**config.mk**
```make
export PLATFORM = sky130hd
export DESIGN_NAME = timebase_label_renderer
export DESIGN_NICKNAME = d
export VERILOG_FILES = /design/src/rtl/timebase_label_pkg.sv /design/src/rtl/glyph_rom_5x7.sv /design/src/rtl/timebase_label_renderer.sv
export SDC_FILE = /design/constraint.sdc
export NUM_CORES = 1
export LEC_CHECK = 0
export CELL_PAD_IN_SITES_DETAIL_PLACEMENT = 0
export CELL_PAD_IN_SITES_GLOBAL_PLACEMENT = 1
export CORE_ASPECT_RATIO = 1.5
export CORE_MARGIN = 3
export CORE_UTILIZATION = 39
export CTS_BUF_LIST = sky130_fd_sc_hd__clkbuf_8
export CTS_CLUSTER_SIZE = 10
export DETAILED_ROUTE_END_ITERATION = 8
export GPL_ROUTABILITY_DRIVEN = 0
export MAX_ROUTING_LAYER = met4
export PLACE_DENSITY_LB_ADDON = 0.05
export SLEW_MARGIN = 20
export SYNTH_ARGS = -nofsm -noshare
export SYNTH_HDL_FRONTEND = slang
export SYNTH_SLANG_ARGS = --single-unit
```
**constraint.sdc**
```tcl
create_clock -name CLK_VGA -period 2.46 [get_ports CLK_VGA]
set_input_delay 0.738 -clock CLK_VGA [delete_from_list [all_inputs] [get_ports CLK_VGA]]
set_output_delay 0.738 -clock CLK_VGA [all_outputs]
set_load 0.02 [all_outputs]
```
**src/rtl/timebase_label_pkg.sv**
```systemverilog
// rtl/timebase_label_pkg.sv - char codes, cell geometry, label table and 5x7 font for the time/div label
package timebase_label_pkg;

    localparam logic [2:0] CH_SP = 3'd0;
    localparam logic [2:0] CH_0  = 3'd1;
    localparam logic [2:0] CH_1  = 3'd2;
    localparam logic [2:0] CH_2  = 3'd3;
    localparam logic [2:0] CH_5  = 3'd4;
    localparam logic [2:0] CH_U  = 3'd5;
    localparam logic [2:0] CH_M  = 3'd6;
    localparam logic [2:0] CH_S  = 3'd7;

    localparam int CELL_W  = 8;
    localparam int CELL_H  = 8;
    localparam int GLYPH_W = 5;
    localparam int GLYPH_H = 7;

    // Label strings, left-aligned and padded with spaces; cell 0 sits in the top bits.
    function automatic logic [2:0] label_char(input logic [2:0] sel, input logic [8:0] idx);
        logic [14:0] s;
        case (sel)
            3'd0:    s = {CH_1, CH_U, CH_S, CH_SP, CH_SP};
            3'd1:    s = {CH_1, CH_0, CH_U, CH_S, CH_SP};
            3'd2:    s = {CH_1, CH_0, CH_0, CH_U, CH_S};
            3'd3:    s = {CH_1, CH_M, CH_S, CH_SP, CH_SP};
            3'd4:    s = {CH_1, CH_0, CH_M, CH_S, CH_SP};
            3'd5:    s = {CH_1, CH_0, CH_0, CH_M, CH_S};
            3'd6:    s = {CH_1, CH_S, CH_SP, CH_SP, CH_SP};
            default: s = {CH_1, CH_0, CH_S, CH_SP, CH_SP};
        endcase
        case (idx)
            9'd0:    label_char = s[14:12];
            9'd1:    label_char = s[11:9];
            9'd2:    label_char = s[8:6];
            9'd3:    label_char = s[5:3];
            9'd4:    label_char = s[2:0];
            default: label_char = CH_SP;
        endcase
    endfunction

    // Returns the 5 glyph columns of one row, bit 4 = leftmost; row 7 is the blank gap.
    function automatic logic [4:0] font_row(input logic [2:0] code, input logic [2:0] row);
        logic [34:0] g;
        case (code)
            CH_0:    g = {5'b01110, 5'b10001, 5'b10011, 5'b10101, 5'b11001, 5'b10001, 5'b01110};
            CH_1:    g = {5'b00100, 5'b01100, 5'b00100, 5'b00100, 5'b00100, 5'b00100, 5'b01110};
            CH_2:    g = {5'b01110, 5'b10001, 5'b00001, 5'b00010, 5'b00100, 5'b01000, 5'b11111};
            CH_5:    g = {5'b11111, 5'b10000, 5'b11110, 5'b00001, 5'b00001, 5'b10001, 5'b01110};
            CH_U:    g = {5'b00000, 5'b00000, 5'b10001, 5'b10001, 5'b10001, 5'b10011, 5'b01101};
            CH_M:    g = {5'b00000, 5'b00000, 5'b11010, 5'b10101, 5'b10101, 5'b10001, 5'b10001};
            CH_S:    g = {5'b00000, 5'b00000, 5'b01110, 5'b10000, 5'b01110, 5'b00001, 5'b11110};
            default: g = '0;
        endcase
        case (row)
            3'd0:    font_row = g[34:30];
            3'd1:    font_row = g[29:25];
            3'd2:    font_row = g[24:20];
            3'd3:    font_row = g[19:15];
            3'd4:    font_row = g[14:10];
            3'd5:    font_row = g[9:5];
            3'd6:    font_row = g[4:0];
            default: font_row = 5'b00000;
        endcase
    endfunction

endpackage

```
**src/rtl/glyph_rom_5x7.sv**
```systemverilog
// rtl/glyph_rom_5x7.sv - combinational 5x7 glyph bit lookup within an 8x8 cell
// Ports: i_code char code, i_row cell row 0-7, i_col cell column 0-7, o_bit glyph pixel
module glyph_rom_5x7
    import timebase_label_pkg::*;
(
    input  logic [2:0] i_code,
    input  logic [2:0] i_row,
    input  logic [2:0] i_col,
    output logic       o_bit
);

    logic [4:0] w_row_bits;

    assign w_row_bits = font_row(i_code, i_row);

    // Columns 5-7 are the inter-character gap.
    always_comb begin
        o_bit = 1'b0;
        case (i_col)
            3'd0:    o_bit = w_row_bits[4];
            3'd1:    o_bit = w_row_bits[3];
            3'd2:    o_bit = w_row_bits[2];
            3'd3:    o_bit = w_row_bits[1];
            3'd4:    o_bit = w_row_bits[0];
            default: o_bit = 1'b0;
        endcase
    end

endmodule

```
**src/rtl/timebase_label_renderer.sv**
```systemverilog
// rtl/timebase_label_renderer.sv - renders the time/div label as a registered pixel mask
// Ports: CLK_VGA pixel clock, RST_N sync active-low reset, VGA_horzCoord/VGA_vertCoord scan position,
//        TB_SEL requested label, BLINK_EN blink enable, LABEL_PIXEL mask (2-cycle latency),
//        LABEL_UPDATED one-cycle pulse when a different label is latched at frame start
module timebase_label_renderer
    import timebase_label_pkg::*;
#(
    parameter int X_ORIGIN     = 245,
    parameter int Y_ORIGIN     = 940,
    parameter int SCALE_LOG2   = 0,
    parameter int NUM_CHARS    = 5,
    parameter int DEFAULT_SEL  = 3,
    parameter int BLINK_FRAMES = 30
) (
    input  logic        CLK_VGA,
    input  logic        RST_N,
    input  logic [11:0] VGA_horzCoord,
    input  logic [11:0] VGA_vertCoord,
    input  logic [2:0]  TB_SEL,
    input  logic        BLINK_EN,
    output logic        LABEL_PIXEL,
    output logic        LABEL_UPDATED
);

    localparam logic [11:0] L_X0    = 12'(X_ORIGIN);
    localparam logic [11:0] L_Y0    = 12'(Y_ORIGIN);
    localparam logic [11:0] L_BOX_W = 12'((NUM_CHARS * CELL_W) << SCALE_LOG2);
    localparam logic [11:0] L_BOX_H = 12'(CELL_H << SCALE_LOG2);
    localparam int          IDX_W   = 9 - SCALE_LOG2;
    localparam logic [7:0]  L_BLINK_LAST = 8'(BLINK_FRAMES - 1);
    localparam logic [2:0]  L_DEF_SEL    = 3'(DEFAULT_SEL);

    logic [11:0]      w_dx;
    logic [11:0]      w_dy;
    logic             w_in_box;
    logic             w_frame_start;
    logic [2:0]       w_char_code;
    logic             w_glyph_bit;

    logic [11:0]      r_prev_vert;
    logic [2:0]       r_sel;
    logic             r_updated;
    logic [7:0]       r_blink_cnt;
    logic             r_visible;
    logic             r_in_box;
    logic [IDX_W-1:0] r_char_idx;
    logic [2:0]       r_col;
    logic [2:0]       r_row;
    logic             r_pixel;

    // The >= origin terms stop a wrapped-around subtraction from looking in-box.
    assign w_dx     = VGA_horzCoord - L_X0;
    assign w_dy     = VGA_vertCoord - L_Y0;
    assign w_in_box = (VGA_horzCoord >= L_X0) && (w_dx < L_BOX_W) &&
                      (VGA_vertCoord >= L_Y0) && (w_dy < L_BOX_H);

    // A wrap to row 0 from a non-zero row; a freshly reset prev_vert of 0 suppresses a false strobe.
    assign w_frame_start = (r_prev_vert != 12'd0) && (VGA_vertCoord == 12'd0);

    assign w_char_code = label_char(r_sel, 9'(r_char_idx));

    glyph_rom_5x7 u_glyph_rom (
        .i_code (w_char_code),
        .i_row  (r_row),
        .i_col  (r_col),
        .o_bit  (w_glyph_bit)
    );

    // Label select and blink state move only at frame start, which lies outside the box.
    always_ff @(posedge CLK_VGA) begin
        if (!RST_N) begin
            r_prev_vert <= 12'd0;
            r_sel       <= L_DEF_SEL;
            r_updated   <= 1'b0;
            r_blink_cnt <= 8'd0;
            r_visible   <= 1'b1;
        end else begin
            r_prev_vert <= VGA_vertCoord;
            r_updated   <= 1'b0;
            if (w_frame_start) begin
                r_sel     <= TB_SEL;
                r_updated <= (TB_SEL != r_sel);
            end
            if (!BLINK_EN) begin
                r_blink_cnt <= 8'd0;
                r_visible   <= 1'b1;
            end else if (w_frame_start) begin
                if (r_blink_cnt == L_BLINK_LAST) begin
                    r_blink_cnt <= 8'd0;
                    r_visible   <= ~r_visible;
                end else begin
                    r_blink_cnt <= r_blink_cnt + 8'd1;
                end
            end
        end
    end

    // Stage 1: box test and cell addressing; stage 2: glyph lookup.
    always_ff @(posedge CLK_VGA) begin
        if (!RST_N) begin
            r_in_box   <= 1'b0;
            r_char_idx <= '0;
            r_col      <= 3'd0;
            r_row      <= 3'd0;
            r_pixel    <= 1'b0;
        end else begin
            r_in_box   <= w_in_box;
            r_char_idx <= w_dx[11:SCALE_LOG2+3];
            r_col      <= w_dx[SCALE_LOG2 +: 3];
            r_row      <= w_dy[SCALE_LOG2 +: 3];
            r_pixel    <= r_in_box && w_glyph_bit && r_visible;
        end
    end

    assign LABEL_PIXEL   = r_pixel;
    assign LABEL_UPDATED = r_updated;

endmodule

```
==> results of run 1 <==
logic make-up (layout without fill, tap and decap cells):
| group | count (synthesis) | count (layout) | synth area share, % |
|---|---|---|---|
| and+or+nand+nor | 145 | 145 | 32.9 |
| xor gates and xnor gates | 22 | 22 | 7.41 |
| DFF | 40 | 40 | 30.8 |
| AOI/OAI and AO/OA | 67 | 67 | 19.3 |
| muxes | 6 | 6 | 2.31 |
| adders and majority gates | 5 | 5 | 2.41 |
| buffers and inverters | 28 | 118 | 4.91 |
metrics by stage:
stage / util (%) / TNS, ns / total power [uW] / hold slack (ns)
2_1_floorplan: - / 0 / 893 / 0.427
3_5_place_dp: 53.8 / -2.49 / 1080 / 0.489
4_1_cts: 57.2 / -0.103 / 1630 / 0.472
6_report: 58.5 / -0.104 / 1620 / 0.477
3_3_place_gp: 53.8 / -2.50 / 1080 / 0.476
5_1_grt: 58.5 / -0.231 / 1700 / 0.487
power groups by stage:
stage | logic (uW) | clock network (uW) | registers [uW]
final | 399 | 531 | 690
after global placement | 373 | 0 | 704
after global routing | 439 | 568 | 694
after detailed placement | 372 | 0 | 705
after floorplan | 193 | 0 | 700
after CTS | 391 | 546 | 690
final timing paths:
check | from | end | slack (ns)
setup / recovery | r_sel[0]$_SDFFE_PN1P_ | LABEL_PIXEL$_SDFF_PN0_ | -0.10
hold reg to reg | r_col[1]$_SDFF_PN0_ | LABEL_PIXEL$_SDFF_PN0_ | 0.48
setup reg to reg | r_sel[0]$_SDFFE_PN1P_ | LABEL_PIXEL$_SDFF_PN0_ | -0.10
hold / removal | r_col[1]$_SDFF_PN0_ | LABEL_PIXEL$_SDFF_PN0_ | 0.48
worst max-delay path, stage by stage, from the launching register on:
cell	delay (ns)
dfxtp_2	0.35
buf_6	0.12
or3b_4	0.39
a2111oi_4	0.36
a211oi_2	0.16
nor3_4	0.22
o2111ai_2	0.16
o311a_1	0.17
o21ai_2	0.16
a31oi_1	0.10
o32ai_1	0.30
sequential cells by signal (all words and copies together) (netlist names):
name / count
LABEL_PIXEL: 1
r_col: 3
r_in_box: 1
r_prev_vert: 12
r_sel: 3
r_char_idx: 9
LABEL_UPDATED: 1
r_visible: 1
r_row: 1
r_blink_cnt: 8
routing by layer:
| metal | part of all wire (%) | wire, um | vias up | global-route usage [%] |
|---|---|---|---|---|
| met1 | 40 | 2680 | 1207 | 21.4 |
| met3 | 2.6 | 177 | 16 | 2.46 |
| li1 | - | - | 1313 | - |
| met4 | 2.8 | 190 | 0 | 9.23 |
| met5 | 0 | 0 | - | - |
| met2 | 55 | 3670 | 54 | 33.1 |
cells in the mapped netlist (5+ instances only):
| cell type | instances |
|---|---|
| xor2_1 | 12 |
| a31oi_1 | 6 |
| nor2b_1 | 10 |
| xnor2_1 | 10 |
| and2_1 | 21 |
| clkbuf_1 | 7 |
| ha_1 | 5 |
| nor3_1 | 9 |
| a211oi_1 | 6 |
| nor4_1 | 10 |
| a21oi_1 | 10 |
| inv_1 | 11 |
| nand4_1 | 9 |
| nand2_1 | 15 |
| o21ai_0 | 11 |
| nand3_1 | 6 |
| dfxtp_1 | 40 |
| buf_2 | 6 |
| nor2_1 | 26 |
| nand2b_1 | 9 |
| mux2i_1 | 6 |
area by class of cell:
class	count	area share, %
inverter	12	1.22
clock buffer	5	1.86
multi-input combinational	245	48.5
timing repair buffer	98	22.8
sequential	40	21.9
tap	74	2.51
clock inverter	3	1.15
timing repair:
action / in CTS / in global routing
endpoints found under the setup margin: 1 / 11
buffers inserted: 4 / 0
resized for setup: 20 / 21
pin swaps: 14 / 8
==> results.py, run 1 <==
metrics = {
    "floorplanning": {
        "dieArea_mm2": 0.00770,
        "initial_core_util_pct": 41.2,
        "dieHeight_um": 106,
        "io_pins": 32,
        "coreArea_mm2": 0.00631,
        "die_w_um": 72.7,
        "rows": 35,
    },
    "clock_tree": {
        "cts_buffers": 5,
        "cts_buffer_depth": 2,
        "clkLatencyLatePin_ns": 0.29,
        "root_buffer": "clkbuf_8",
        "clk_pin_slew_ns": 0.08,
        "htreeDepth": 2,
        "clkSinkCount": 40,
        "cts_tree": "done",
        "holdBufCountCts": 0,
    },
    "global_route": {
        "grt_pass1_wl_um": 11500,
        "grt_util_all_layers_pct": 19.2,
        "grt_overflow_total": 0,
        "antenna_found_initial": 0,
        "first_global_vias": 2578,
        "grt_max_degree": 32,
    },
    "sta": {
        "setup_viol_count_final": 1,
        "final_hold_viol_count": 0,
        "relSlewSlack_pct": 61.7,
        "tightestPinTransition_ns": 0.566,
        "max_freq_ghz": 0.390,
        "fin_skew_ns": 0.00990,
        "final_max_slew_viol_count": 0,
        "fin_crit_ns": 2.56,
        "setup_ws_ns": -0.104,
        "rsz0062_at_grt": "yes",
        "fin_crit_sh_pct": 104,
    },
    "synth": {
        "synth_enable_flop_cells": 0,
        "ys_ff_latch": 40,
        "synth.area.top_cells": "dfxtp_1 31%, and2_1 5.1%, xor2_1 4.0%",
        "yosysTopAreaCell": "dfxtp_1",
        "ys_seq_area_share_pct": 30.8,
        "syn_area_mm2": 0.00260,
        "synth_top_flop_cell": "dfxtp_1",
        "yosys_warnings": 0,
        "syn_area_per_cell_um2": 8.30,
        "syn_nets": 348,
        "ys_async_sr_fraction_pct": 0,
        "syn_inst": 313,
        "yosysTopAreaCellShare_pct": 30.8,
        "ys_types": 65,
    },
    "layout": {
        "fin_area_mm2": 0.00369,
        "diodes": 0,
        "layout_commonest_cell": "buf_4",
        "seq_area_um2": 807,
        "drive_gt1_share_pct": 28.8,
        "nFillCells": 632,
        "multi_input_area_mm2": 0.00179,
        "final_cells": 477,
        "synthToLayoutAreaGrowth_pct": 42.0,
        "final_cell_mix": "63 x buf_4, 37 x dfxtp_1, 25 x clkdlybuf4s50_1",
        "nets": 437,
    },
    "placement": {
        "hpwl_um": 5280,
        "dpl_cell_area_mm2": 0.00339,
        "portBuffers": 31,
        "numPlacedInstances": 465,
        "preCtsSetupSlack_ns": -0.294,
    },
    "critical_path": {
        "crit_type": "flop to flop",
        "end_kind": "flop",
        "critPathMaxFanout": 5,
        "cp.arrival_ns": 2.76,
        "cp.required_ns": 2.66,
        "r2r_cells": 10,
        "crit_path_start_kind": "flop",
    },
    "hold_path": {
        "hold_path_class": "flop to flop",
        "whs_path_depth": 1,
    },
    "power": {
        "intPower_uw": 1180,
        "pwr-share-seq_pct": 42.6,
        "clockPowerShare_pct": 32.8,
        "p_per_area_mw_per_mm2": 439,
        "p_leak_uw": 0.00147,
        "power.switching_uw": 437,
        "combPwrFrac_pct": 24.6,
        "switching_share_pct": 27.0,
        "ir_drop_mv": 0.328,
    },
    "routing": {
        "first_pass_iters": 4,
        "wirelength_um": 6720,
        "wl_per_cell_um": 14.1,
        "via_per_inst": 5.43,
        "drt_iter0_markers": 149,
        "drtAntennaViolNets": 0,
        "vias": 2590,
        "drc": 0,
    },
    "status": {
        "status": "finished, violations left",
        "violations": "negative setup slack",
    },
    "flow_run": {
        "drv_cap": 0,
    },
}
Note: power is estimated with default switching activity, not from simulation.
==> inputs of run 2 (changes only) <==
--- a/config.mk
+++ b/config.mk
@@ -9,7 +9,7 @@
 export CELL_PAD_IN_SITES_GLOBAL_PLACEMENT = 1
 export CORE_ASPECT_RATIO = 1.5
 export CORE_MARGIN = 3
-export CORE_UTILIZATION = 39
+export CORE_UTILIZATION = 43
 export CTS_BUF_LIST = sky130_fd_sc_hd__clkbuf_8
 export CTS_CLUSTER_SIZE = 10
 export DETAILED_ROUTE_END_ITERATION = 8
==> constraint.sdc (replaced) <==
create_clock -name CLK_VGA -period 2.8 [get_ports CLK_VGA]
set_input_delay 0.84 -clock CLK_VGA [delete_from_list [all_inputs] [get_ports CLK_VGA]]
set_output_delay 0.84 -clock CLK_VGA [all_outputs]
set_load 0.02 [all_outputs]
==> results.py, run 2 (synthesis gave the netlist of run 1 again) <==
metrics = {
    "routing": {
        "first_pass_iters": 4,
        "wl_per_cell_um": 13.7,
        "drt_iter0_markers": 136,
        "wirelength_um": 6060,
        "drc": 0,
        "drtAntennaViolNets": 0,
        "vias": 2440,
        "via_per_inst": 5.50,
    },
    "sta": {
        "fin_skew_ns": 0.00641,
        "fin_crit_ns": 2.61,
        "rsz0062_at_grt": "no",
        "max_freq_ghz": 0.384,
        "final_max_slew_viol_count": 0,
        "setup_ws_ns": 0.194,
        "final_hold_viol_count": 0,
        "hold_ws_ns": 0.470,
        "fin_crit_sh_pct": 93.1,
        "relSlewSlack_pct": 54.7,
        "setup_viol_count_final": 0,
        "tightestPinTransition_ns": 0.675,
    },
    "clock_tree": {
        "cts_resized": 0,
        "holdBufCountCts": 0,
        "cts_tree": "done",
        "cts_buffer_depth": 2,
        "clk_pin_slew_ns": 0.07,
        "cts_buffers": 5,
        "cts_setup_buffers": 0,
        "clkLatencyLatePin_ns": 0.28,
        "clkSinkCount": 40,
        "htreeDepth": 2,
        "root_buffer": "clkbuf_8",
    },
    "floorplanning": {
        "dieArea_mm2": 0.00703,
        "initial_core_util_pct": 44.6,
        "coreArea_mm2": 0.00583,
        "rows": 34,
        "die_w_um": 69.5,
        "dieHeight_um": 101,
        "io_pins": 32,
    },
    "hold_path": {
        "min_to": "LABEL_PIXEL$_SDFF_PN0_",
        "whs_path_depth": 1,
        "hold_path_class": "flop to flop",
        "min_from": "r_col[1]$_SDFF_PN0_",
    },
    "layout": {
        "seq_area_um2": 801,
        "diodes": 0,
        "reg_top3": "r_prev_vert (12), r_char_idx (9), r_blink_cnt (8)",
        "drive_gt1_share_pct": 16.9,
        "largest_register_ffs": 12,
        "top_register": "r_prev_vert",
        "nets": 407,
        "nFillCells": 568,
        "synthToLayoutAreaGrowth_pct": 26.7,
        "layout_commonest_cell": "dfxtp_1",
        "final_cell_mix": "40 x dfxtp_1, 37 x buf_4, 31 x clkdlybuf4s50_1",
        "multi_input_area_mm2": 0.00169,
    },
    "global_route": {
        "grt_pass1_wl_um": 10500,
        "grt_util_all_layers_pct": 18.7,
        "first_global_vias": 2388,
        "grt_overflow_total": 0,
        "grt_max_degree": 32,
        "antenna_found_initial": 0,
    },
    "critical_path": {
        "crit_type": "flop to flop",
        "r2r-start": "r_char_idx[0]$_SDFF_PN0_",
        "reg2reg_slack_ns": 0.19,
        "end_kind": "flop",
        "cp.arrival_ns": 2.76,
        "r2r_cells": 11,
        "cp.required_ns": 2.95,
        "rr_endpoint": "LABEL_PIXEL$_SDFF_PN0_",
        "critPathMaxFanout": 6,
        "crit_path_start_kind": "flop",
    },
    "placement": {
        "hpwl_um": 4960,
        "portBuffers": 31,
        "preCtsSetupSlack_ns": -0.0766,
    },
    "status": {
        "status": "finished, final reports clean",
    },
    "power": {
        "report.power.total_uw": 1250,
        "p_per_area_mw_per_mm2": 381,
        "p_leak_uw": 0.00124,
        "ir_drop_mv": 0.269,
    },
    "flow_run": {
        "drv_cap": 0,
    },
}
-- run 2: layout make-up --
type | instances | share of cell area (%)
clock buffer | 5 | 2.09
tap | 72 | 2.74
timing repair buffer | 68 | 17.9
clock inverter | 2 | 0.380
inverter | 12 | 1.37
sequential | 40 | 24.3
multi-input combinational | 245 | 51.2
-- run 2: power by group --
part           switching (uW)  leakage (uW)  internal [uW]
registers                14.2      0.000329            592
clock network             180     0.0000400            168
logic                     148      0.000867            149
total                     343       0.00124            910
-- run 2: worst max-delay path by stage --
stage | start | to | slack, ns | cells after the start
3_5_place_dp | VGA_vertCoord[3] | r_in_box$_SDFF_PN0_ | -0.08 | 9
6_report | r_char_idx[0]$_SDFF_PN0_ | LABEL_PIXEL$_SDFF_PN0_ | 0.19 | 11
3_3_place_gp | VGA_vertCoord[3] | r_in_box$_SDFF_PN0_ | -0.05 | 9
2_1_floorplan | VGA_vertCoord[1] | r_blink_cnt[6]$_SDFFE_PN0P_ | 0.47 | 8
5_1_grt | r_char_idx[0]$_SDFF_PN0_ | LABEL_PIXEL$_SDFF_PN0_ | 0.005 | 11
4_1_cts | r_sel[2]$_SDFFE_PN0P_ | LABEL_PIXEL$_SDFF_PN0_ | 0.06 | 10
-- run 2: metrics by stage --
stage | setup TNS [ns] | utilization, % | instance area [um2] | std cells
floorplan | 0 | - | 2600 | 313
global placement | -0.0528 | 54.8 | 3190 | 437
detailed placement | -0.0766 | 54.8 | 3190 | 437
CTS | 0 | 56.2 | 3280 | 444
global route | 0 | 56.5 | 3290 | 444
finish | 0 | 56.5 | 3290 | 444
-- run 2: worst max-delay path, stage by stage, from the launching register on --
cell       delay (ns)
dfxtp_1          0.33
buf_4            0.14
buf_4            0.15
or4b_1           0.49
a21oi_1          0.30
or3_4            0.24
nor3_2           0.05
o2111ai_1        0.23
o311a_1          0.22
o21ai_2          0.05
a31oi_1          0.17
o32ai_1          0.09
-- run 2: per-layer routing --
layer	vias to the layer above	wire [um]	share of wire [%]	global-route usage [%]
li1	1250	-	-	-
met1	1119	2400	40	19.5
met2	56	3310	55	35.2
met3	15	187	3.1	1.89
met4	0	165	2.7	7.97
met5	-	0	0	-
==> inputs of run 3 (changes only) <==
--- a/config.mk
+++ b/config.mk
@@ -5,11 +5,11 @@
 export SDC_FILE = /design/constraint.sdc
 export NUM_CORES = 1
 export LEC_CHECK = 0
-export CELL_PAD_IN_SITES_DETAIL_PLACEMENT = 0
-export CELL_PAD_IN_SITES_GLOBAL_PLACEMENT = 1
+export CELL_PAD_IN_SITES_DETAIL_PLACEMENT = 2
+export CELL_PAD_IN_SITES_GLOBAL_PLACEMENT = 2
 export CORE_ASPECT_RATIO = 1.5
 export CORE_MARGIN = 3
-export CORE_UTILIZATION = 43
+export CORE_UTILIZATION = 35
 export CTS_BUF_LIST = sky130_fd_sc_hd__clkbuf_8
 export CTS_CLUSTER_SIZE = 10
 export DETAILED_ROUTE_END_ITERATION = 8
==> results.py, run 3 (synthesis gave the netlist of run 1 again) <==
metrics = {
    "routing": {
        "vias": 2663,
        "wl_met1_um": 3570,
        "drtAntennaViolNets": 0,
        "via_per_inst": 5.54,
        "wirelength_um": 9310,
        "wl_met3_um": 231,
        "drc": 0,
        "wl_per_cell_um": 19.4,
        "first_pass_iters": 4,
        "dr_wl_met2_um": 5210,
        "top_layer_used": "met4",
        "drt_iter0_markers": 64,
    },
    "floorplanning": {
        "dieArea_mm2": 0.00852,
        "initial_core_util_pct": 36.9,
        "dieHeight_um": 112,
        "rows": 37,
        "die_w_um": 76.4,
        "io_pins": 32,
        "coreArea_mm2": 0.00704,
    },
    "critical_path": {
        "r2r_cells": 13,
        "cp.depth": 13,
        "cp_cell_sequence": "buf_4 > or4b_4 > a21oi_4 > buf_4 > nor3_4 > buf_12 > buf_12 > nor3_1 > o2111ai_1 > o311a_1 > o21ai_2 > a31oi_1 > o32ai_1",
        "critPathMaxFanout": 7,
        "critPathTopFamily": "compound AO/OA/AOI/OAI gates",
        "end_kind": "flop",
        "critPathMaxStageDelay_ns": 0.54,
        "crit_type": "flop to flop",
        "slowest_stage": "or4b_4",
        "cp.arrival_ns": 2.91,
        "crit_buf_inv": 4,
        "reg2reg_slack_ns": 0.09,
        "cp.required_ns": 3.00,
        "crit_path_start_kind": "flop",
    },
    "clock_tree": {
        "cts_buffers": 5,
        "clkLatencyLatePin_ns": 0.29,
        "clkSinkCount": 40,
        "clk_pin_slew_ns": 0.08,
        "cts_tree": "done",
        "root_buffer": "clkbuf_8",
        "cts_buffer_depth": 2,
        "htreeDepth": 2,
    },
    "flow_run": {
        "drv_cap": 0,
    },
    "global_route": {
        "antenna_found_initial": 0,
        "grt_pass1_wl_um": 14900,
        "grt_util_all_layers_pct": 22.6,
        "first_global_vias": 2934,
        "grt_max_degree": 32,
        "grt_overflow_total": 0,
    },
    "layout": {
        "final_cells": 481,
        "diodes": 0,
        "top_register": "r_prev_vert",
        "reg_top3": "r_prev_vert (12), r_char_idx (9), r_blink_cnt (8)",
        "final_cell_mix": "46 x buf_4, 35 x dfxtp_1, 31 x clkdlybuf4s50_1",
        "layout_commonest_cell": "buf_4",
        "fin_area_mm2": 0.00356,
        "drive_gt1_share_pct": 25.5,
        "synthToLayoutAreaGrowth_pct": 37.0,
        "nets": 418,
        "largest_register_ffs": 12,
    },
    "sta": {
        "setup_viol_count_final": 0,
        "final_hold_viol_count": 0,
        "fin_skew_ns": 0.00680,
        "hold_ws_ns": 0.487,
        "rsz0062_at_grt": "yes",
        "tightestPinTransition_ns": 0.466,
        "fin_crit_ns": 2.71,
        "final_max_slew_viol_count": 0,
        "relSlewSlack_pct": 68.5,
        "fin_crit_sh_pct": 96.9,
        "max_freq_ghz": 0.368,
    },
    "power": {
        "report.power.total_uw": 1370,
        "p_leak_uw": 0.00133,
        "p_per_area_mw_per_mm2": 385,
        "ir_drop_mv": 0.394,
    },
    "hold_path": {
        "hold_path_class": "flop to flop",
        "whs_path_depth": 1,
    },
    "placement": {
        "portBuffers": 31,
        "hpwl_um": 7070,
        "numPlacedInstances": 465,
        "dpl_cell_area_mm2": 0.00325,
    },
    "status": {
        "status": "finished, final reports clean",
    },
}
[run 3: cell count changes in the layout (fill, tap and decap cells not counted), moves of 3 or more]
cell,delta
dfxtp_2,+4
a211oi_2,+3
nor4_2,+6
nor4_1,-6
buf_4,+9
a211oi_1,-3
dfxtp_1,-5
[run 3: path summary, 6_finish.rpt]
path,start,to
worst max register to register,r_char_idx[0]$_SDFF_PN0_,LABEL_PIXEL$_SDFF_PN0_
worst min register to register,r_col[1]$_SDFF_PN0_,LABEL_PIXEL$_SDFF_PN0_
worst max-delay path,r_char_idx[0]$_SDFF_PN0_,LABEL_PIXEL$_SDFF_PN0_
worst min-delay path,r_col[1]$_SDFF_PN0_,LABEL_PIXEL$_SDFF_PN0_
[run 3: repair_timing]
| item | 4_1_cts | 5_1_grt |
|---|---|---|
| gates resized for setup | 2 | 31 |
| pin swaps | 1 | 9 |
| hold buffers | 0 | 0 |
| setup endpoints to repair | 1 | 4 |
| buffers inserted | 0 | 8 |
[run 3: power by group]
part	internal, uW	leakage, uW	switching, uW
sequential	591	0.000330	17.5
combinational	174	0.000951	189
clock	197	0.0000486	201
total	962	0.00133	407
[run 3: metrics by stage]
step	worst slack [ns]	TNS, ns	utilization (%)
5_1_grt	-0.0813	-0.0813	50.6
3_5_place_dp	-0.136	-1.25	46.2
6_report	0.0858	0	50.6
3_3_place_gp	-0.0746	-0.0998	46.2
2_1_floorplan	0.467	0	-
4_1_cts	0.0188	0	47.5
[run 3: cell type report]
type	count	area, um2
Clock buffer	6	82.6
Clock inverter	2	11.3
Fill cell	777	3480
Inverter	12	45.0
Multi-Input combinational cell	245	1790
Sequential cell	40	810
Tap cell	97	121
Timing Repair Buffer	79	696
[run 3: routing by layer]
layer / global-route usage, % / vias to the layer above
met1: 21.8 / 1314
met5: - / -
met3: 2.75 / 22
li1: - / 1273
met2: 44.0 / 54
met4: 10.4 / 0
